`src/rtl/bin_tape_punch.sv`:
```
// rtl/bin_tape_punch.sv - PDP-8 memory range to BIN-loader byte stream dump engine
// Optional checksum frame enabled by defining BIN_CHECKSUM_EN.
module bin_tape_punch #(
  parameter int LEADER_LEN  = 16,
  parameter int TRAILER_LEN = 16
) (
  input  logic        clk,
  input  logic        btnCpuReset,
  input  logic        start,
  input  logic [11:0] start_addr,
  input  logic [11:0] end_addr,
  output logic [11:0] mem_addr,
  output logic        mem_rd_en,
  input  logic        mem_rd_valid,
  input  logic [11:0] mem_rd_data,
  output logic [7:0]  byte_out,
  output logic        byte_valid,
  input  logic        byte_ready,
  output logic        busy,
  output logic        done
);

  typedef enum logic [3:0] {
    S_IDLE,
    S_LEADER,
    S_ORG_HI,
    S_ORG_LO,
    S_RD_REQ,
    S_RD_WAIT,
    S_DAT_HI,
    S_DAT_LO,
`ifdef BIN_CHECKSUM_EN
    S_CSUM_HI,
    S_CSUM_LO,
`endif
    S_TRAILER,
    S_DONE
  } state_t;

  localparam logic [7:0]  FEED_BYTE = 8'o200;
  localparam logic [15:0] LEAD_LAST = 16'(LEADER_LEN - 1);
  localparam logic [15:0] TRL_LAST  = 16'(TRAILER_LEN - 1);

  state_t      state, state_nx;
  state_t      tail_state;
  logic [11:0] start_q;
  logic [11:0] end_q;
  logic [11:0] cur;
  logic [11:0] word;
  logic [15:0] cnt;
  logic        accept;
`ifdef BIN_CHECKSUM_EN
  logic [11:0] csum;
`endif

  assign accept = byte_valid && byte_ready;

  always_comb begin
    state_nx   = state;
    byte_valid = 1'b0;
    byte_out   = 8'h00;
    mem_rd_en  = 1'b0;
    mem_addr   = 12'h000;
    busy       = 1'b1;
    done       = 1'b0;
    tail_state = (TRAILER_LEN > 0) ? S_TRAILER : S_DONE;

    case (state)
      S_IDLE: begin
        busy = 1'b0;
        if (start) state_nx = (LEADER_LEN > 0) ? S_LEADER : S_ORG_HI;
      end
      S_LEADER: begin
        byte_valid = 1'b1;
        byte_out   = FEED_BYTE;
        if (byte_ready && cnt == LEAD_LAST) state_nx = S_ORG_HI;
      end
      S_ORG_HI: begin
        byte_valid = 1'b1;
        byte_out   = {2'b01, start_q[11:6]};
        if (byte_ready) state_nx = S_ORG_LO;
      end
      S_ORG_LO: begin
        byte_valid = 1'b1;
        byte_out   = {2'b00, start_q[5:0]};
        if (byte_ready) state_nx = S_RD_REQ;
      end
      S_RD_REQ: begin
        mem_rd_en = 1'b1;
        mem_addr  = cur;
        state_nx  = S_RD_WAIT;
      end
      S_RD_WAIT: begin
        if (mem_rd_valid) state_nx = S_DAT_HI;
      end
      S_DAT_HI: begin
        byte_valid = 1'b1;
        byte_out   = {2'b00, word[11:6]};
        if (byte_ready) state_nx = S_DAT_LO;
      end
      S_DAT_LO: begin
        byte_valid = 1'b1;
        byte_out   = {2'b00, word[5:0]};
        // The range is inclusive, so the word at end_q is the final one even after wrap.
        if (byte_ready) begin
`ifdef BIN_CHECKSUM_EN
          state_nx = (cur == end_q) ? S_CSUM_HI : S_RD_REQ;
`else
          state_nx = (cur == end_q) ? tail_state : S_RD_REQ;
`endif
        end
      end
`ifdef BIN_CHECKSUM_EN
      S_CSUM_HI: begin
        byte_valid = 1'b1;
        byte_out   = {2'b00, csum[11:6]};
        if (byte_ready) state_nx = S_CSUM_LO;
      end
      S_CSUM_LO: begin
        byte_valid = 1'b1;
        byte_out   = {2'b00, csum[5:0]};
        if (byte_ready) state_nx = tail_state;
      end
`endif
      S_TRAILER: begin
        byte_valid = 1'b1;
        byte_out   = FEED_BYTE;
        if (byte_ready && cnt == TRL_LAST) state_nx = S_DONE;
      end
      S_DONE: begin
        busy     = 1'b0;
        done     = 1'b1;
        state_nx = S_IDLE;
      end
      default: begin
        busy     = 1'b0;
        state_nx = S_IDLE;
      end
    endcase
  end

  always_ff @(posedge clk or negedge btnCpuReset) begin
    if (!btnCpuReset) begin
      state   <= S_IDLE;
      start_q <= 12'h000;
      end_q   <= 12'h000;
      cur     <= 12'h000;
      word    <= 12'h000;
      cnt     <= 16'h0000;
`ifdef BIN_CHECKSUM_EN
      csum    <= 12'h000;
`endif
    end else begin
      state <= state_nx;

      // Feed counter restarts on every state change, so leader and trailer share it.
      if (state_nx != state) cnt <= 16'h0000;
      else if (accept)       cnt <= cnt + 16'h0001;

      if (state == S_IDLE && start) begin
        start_q <= start_addr;
        end_q   <= end_addr;
        cur     <= start_addr;
      end

      if (state == S_RD_WAIT && mem_rd_valid) word <= mem_rd_data;

      if (state == S_DAT_LO && accept) cur <= cur + 12'h001;

`ifdef BIN_CHECKSUM_EN
      if (state == S_IDLE && start) begin
        csum <= 12'h000;
      end else if (accept && (state == S_ORG_HI || state == S_ORG_LO ||
                              state == S_DAT_HI || state == S_DAT_LO)) begin
        csum <= csum + {4'h0, byte_out};
      end
`endif
    end
  end

endmodule
```
`config.mk`:
```
export PLATFORM = sky130hd
export DESIGN_NAME = bin_tape_punch
export DESIGN_NICKNAME = d
export VERILOG_FILES = /design/src/rtl/bin_tape_punch.sv
export SDC_FILE = /design/constraint.sdc
export NUM_CORES = 1
export LEC_CHECK = 0
export CAP_MARGIN = 15
export CORE_ASPECT_RATIO = 2
export CORE_MARGIN = 2
export CORE_UTILIZATION = 57
export DETAILED_ROUTE_END_ITERATION = 6
export PLACE_DENSITY = 0.9
export REMOVE_ABC_BUFFERS = 1
export SYNTH_ARGS = -nofsm -noshare
export SYNTH_HDL_FRONTEND = slang
export SYNTH_SLANG_ARGS = --single-unit
```
`constraint.sdc`:
```
create_clock -name clk -period 4.06 [get_ports clk]
set_input_delay 1.015 -clock clk [delete_from_list [all_inputs] [get_ports clk]]
set_output_delay 1.015 -clock clk [all_outputs]
set_load 0.02 [all_outputs]
```
# [Yosys cells after proc, flatten, opt, wreduce, memory -nomap -nowiden]
# Index checks and enable logic that the tools add are counted.
[totals] input_bits=41 word_cells=51 regBits=68
[op_classes] n_eq_ne=12 n_mux=20 n_reduce_logical=11 add_sub_neg=2
[op_table] cell="case mux 8 bit (5 select lines)" n=1
[op_table] cell="2-to-1 mux 12 bit" n=3
[op_table] cell="2-to-1 mux 4 bit" n=9
[op_table] cell="case mux 4 bit (9 select lines)" n=1
[op_table] cell="2-to-1 mux 16 bit" n=2
[op_table] cell="adder 16 x 1 -> 16 bit (second input constant)" n=1
[op_table] cell="equality test 16 x 4 -> 1 bit (second input constant)" n=1
[op_table] cell="equality test 4 x 3 -> 1 bit (second input constant)" n=4
[op_table] cell="adder 12 x 1 -> 12 bit (second input constant)" n=1
[op_table] cell="equality test 12 bit" n=1
[op_table] cell="equality test 4 x 2 -> 1 bit (second input constant)" n=2
[op_table] cell="equality test 4 bit (second input constant)" n=2
[op_table] cell="OR reduction 8 bit" n=1
[op_table] cell="OR reduction 6 bit" n=1
[op_table] cell="logical AND 1 bit" n=5
[op_table] cell="equality test 4 x 1 -> 1 bit (second input constant)" n=1
[op_table] cell="logical NOT 4 bit" n=1
[op_table] cell="2-to-1 mux 1 bit" n=4
[op_table] cell="!= test 4 bit" n=1
[op_table] cell="nonzero test 2 bit" n=2
[op_table] cell="OR reduction 2 bit" n=1

# [Depth between registers and ports, before layout]
[logic_depth] depth_word=6 mapped_depth=8

# [Worst setup path after synthesis]
# Ideal clock, no wire load.
[synth_path] kind="register to output" startpoint="register state[0]" endpoint="output mem_addr[10]" required_time_ns=3.045 arrival_ns=1.641 path_slack_ns=1.404 stages_incl_launch_ff=7 cell_sequence="dfrtp_1 -> buf_4 -> buf_4 -> nor2_1 -> and3_1 -> clkbuf_1 -> and2_1"
[synth_between] elab_chain_cells=2
[synth_rtl] element="start, declared" line_no="44" rtl="state_t state, state_nx;"
[synth_rtl] element="start signal, assigned" line_no="154" rtl="state <= state_nx;"
[synth_rtl] element="equality test 4 x 3 -> 1 bit" line_no="68" rtl="case (state)"
[synth_rtl] element="2-to-1 mux 12 bit" line_no="68"
[synth_rtl] element="end, declared" line_no="12" rtl="output logic [11:0] mem_addr,"
# No other way between the ends.

# [Final worst setup path]
[layout_path] startpoint="register state[0]" endpoint="output mem_addr[11]"
# The elaborated chain is that of the path after synthesis.

==> impl_results.md <==
- Most common cell in the netlist: nand2_1
- Leakage: 2.019 nW
- Gr usage total: 28.90%
- Pre-CTS setup slack: 0.6999 ns
- Adder-cell share of the synthesized area: 0.6653%
- Largest net degree at the start of global routing: 31
- Worst Hold End: start_q[2]
- CP Data Required Time: 3.04 ns
- Fin crit period: 3.595 ns
- Via count: 3,183
- Initial antenna violation count: 0
- GRT overflow: 0
- WL met2: 5.475 mm
- ANT nets after route: 0
- Post-layout util: 73.19%
- Final Max Slew Viols: 0
- Hold_ws: 0.4843 ns
- Min-delay worst type: register to register
- Reg-to-reg endpoint: cur[10]
- CTS Buffer Depth: 2
- Post_cts resized: 0
- GP Congestion: 0.8352
- Worst r2r src: state[0]
- YS warnings: 0
- Vias in the first global route: 3,238
- Placed inst area: 4385 sq um
- Final wirelength: 9.734 mm
- Post-synth top area share: 45.24%
- Fmax: 0.2782 GHz
- Max IR drop VDD: 0.4618 mV
- Setup crit start kind: register
- H-tree depth: 3
- Syn-to-layout area delta: 23.79%
- WL/cell: 17.93 um
- CTS buffer count: 9
- Main combinational cell family by area after synthesis: simple AND/OR/NAND/NOR gates
- Synth Area in Compound Gates: 7.884%
- Highest metal layer with signal wires: met4
- M1 WL: 3.189 mm
- Num ports: 65
- Asr flop ratio synth: 100.0%
- Post-synth top area cell: dfrtp_1
- Final setup margin: 0.4651 ns
- Dpl hpwl: 6.968 mm
- Port Buffers: 64
- Post-CTS Hold Fix Bufs: 0
- CP endpoint kind: output pin
- Slew of the pin with the lowest slew margin: 0.8858 ns
- Pre-Repair DR Iteration Count: 5
- Fin nets: 495
- Ys flop type: dfrtp_1
- Worst-path clk slew: 0.06 ns
- Die X: 61.44 um
- Worst-skew pair later-pin latency: 0.34 ns
- Worst Hold Launch: start_q[2]
- Status: complete, no violations
- RSZ-0062 raised after global routing: no
- DRC: 0
- Clk sinks: 68
- Finished Cell Area: 4656 sq um
- First-pass GRT wire length: 15.23 mm
- Sequential element share of the synthesized area: 45.24%
- Iteration-0 DRC Markers: 227
- CTS tree: yes
- Syn_area_per_cell: 9.474 sq um
- Met3 WL: 473 um
- Synth area leaders: dfrtp_1, nand2_1, xnor2_1
- Die ar.: 7304 sq um
- Post-CTS setup buffer count: 0
- N_diodes: 0
- Mapped Cells: 397
- EDFF count, synth: 0
- Cell Area, Synth: 3761 sq um
- Core ar.: 6361 sq um
- Max-Cap Viols: 0
- Clock skew: 0.008141 ns
- Final cell count without fillers: 543
- Fraction of synthesized cell area in xor and xnor cells: 6.986%
- Post-synthesis simple-gate area fraction: 26.35%
- Row cnt: 41
- Fraction of layout cells with a size suffix above 1: 10.50%
- Crit Path Class: register to output pin
- Clock root cell: clkbuf_16
- Total power: 3.209 mW
- Worst Reg-to-Reg Cells: 5
- Initial Utilization: 59.13%
- R2R Setup Slk: 1.32 ns
- Final worst-path cycle share: 88.54%
- PD cells: 689.2 nW/um^2
- Hold Path Depth: 2
- Via density: 5.862
- WP data arrival: 2.58 ns
- Placed insts: 527
- Synth cell count leaders: nand2_1, dfrtp_1, nor2_1
- Setup TNS: 0 ns
- Post-synthesis mux area share: 7.718%
- Yosys reg bits: 68
- Worst rel slew slack: 40.94%
- CP max FO: 19
- Fin. Hold Viols: 0
- Yosys cell types: 56
- Final setup violation count: 0
- Die Height: 118.9 um
[worst max-delay path, cell delays in order (launching register included)]
cell	delay [ns]
dfrtp_1	0.70
nor2_1	0.29
and3_1	0.42
and2_1	0.21
clkdlybuf4s50_1	0.61
[registers in the layout, indices dropped and copies added (netlist names)]
name and count:
word 12, start_q 12, end_q 12, cnt 16
cur 12, state 4
[where the power goes]
part           switching [mW]  internal [mW]
Sequential              0.324          0.939
Clock                   0.285          0.425
Combinational           0.638          0.598
[cell type report]
cell class | instances | area, sq um
Clock buffer | 11 | 242.7
Clock inverter | 5 | 27.53
Fill cell | 478 | 1705
Inverter | 10 | 37.54
Multi-Input combinational cell | 294 | 1866
Sequential cell | 68 | 1702
Tap cell | 86 | 107.6
Timing Repair Buffer | 69 | 673.1
[metal layers]
| metal | global-route usage (%) | vias up |
|---|---|---|
| met5 | 0 | - |
| met4 | 19.02 | 0 |
| met3 | 7.058 | 47 |
| met2 | 50.00 | 121 |
| met1 | 28.35 | 1550 |
| li1 | - | 1465 |
[cells by family (layout without fill, tap and decap cells)]
group	count (synthesis)	in the layout
multiplexers	20	20
AO/OA/AOI/OAI	38	38
buffers and inverters	35	95
XOR/XNOR	30	30
AND/OR/NAND/NOR	204	204
adder cells (fa/ha/maj)	2	2
flip-flops	68	68
[how the worst max path moves through the flow]
stage          startpoint            to  cells after the start
2_1_floorplan    state[0]   byte_out[2]                      2
3_5_place_dp   byte_ready       cur[10]                      6
4_1_cts          state[0]  mem_addr[11]                      4
3_3_place_gp   byte_ready       cur[11]                      6
6_report         state[0]  mem_addr[11]                      4
5_1_grt          state[0]  mem_addr[11]                      4
[placed cells by master (no fill, tap or decap), types with 3 or more instances in the layout]
| cell type | count |
|---|---|
| nor3_1 | 14 |
| dfrtp_1 | 68 |
| xor2_1 | 5 |
| clkbuf_16 | 9 |
| clkdlybuf4s50_1 | 63 |
| inv_1 | 10 |
| mux2_2 | 10 |
| clkinv_2 | 4 |
| and2_1 | 18 |
| mux4_2 | 6 |
| xnor2_1 | 25 |
| buf_4 | 5 |
| nand4_1 | 6 |
| nor2_1 | 32 |
| o211ai_1 | 5 |
| or4_1 | 3 |
| o311ai_0 | 5 |
| nand3_1 | 13 |
| nor4_1 | 4 |
| nand2_1 | 91 |
| o21ai_0 | 8 |
| and3_1 | 7 |
No activity file was read; power rests on OpenSTA's default activity.
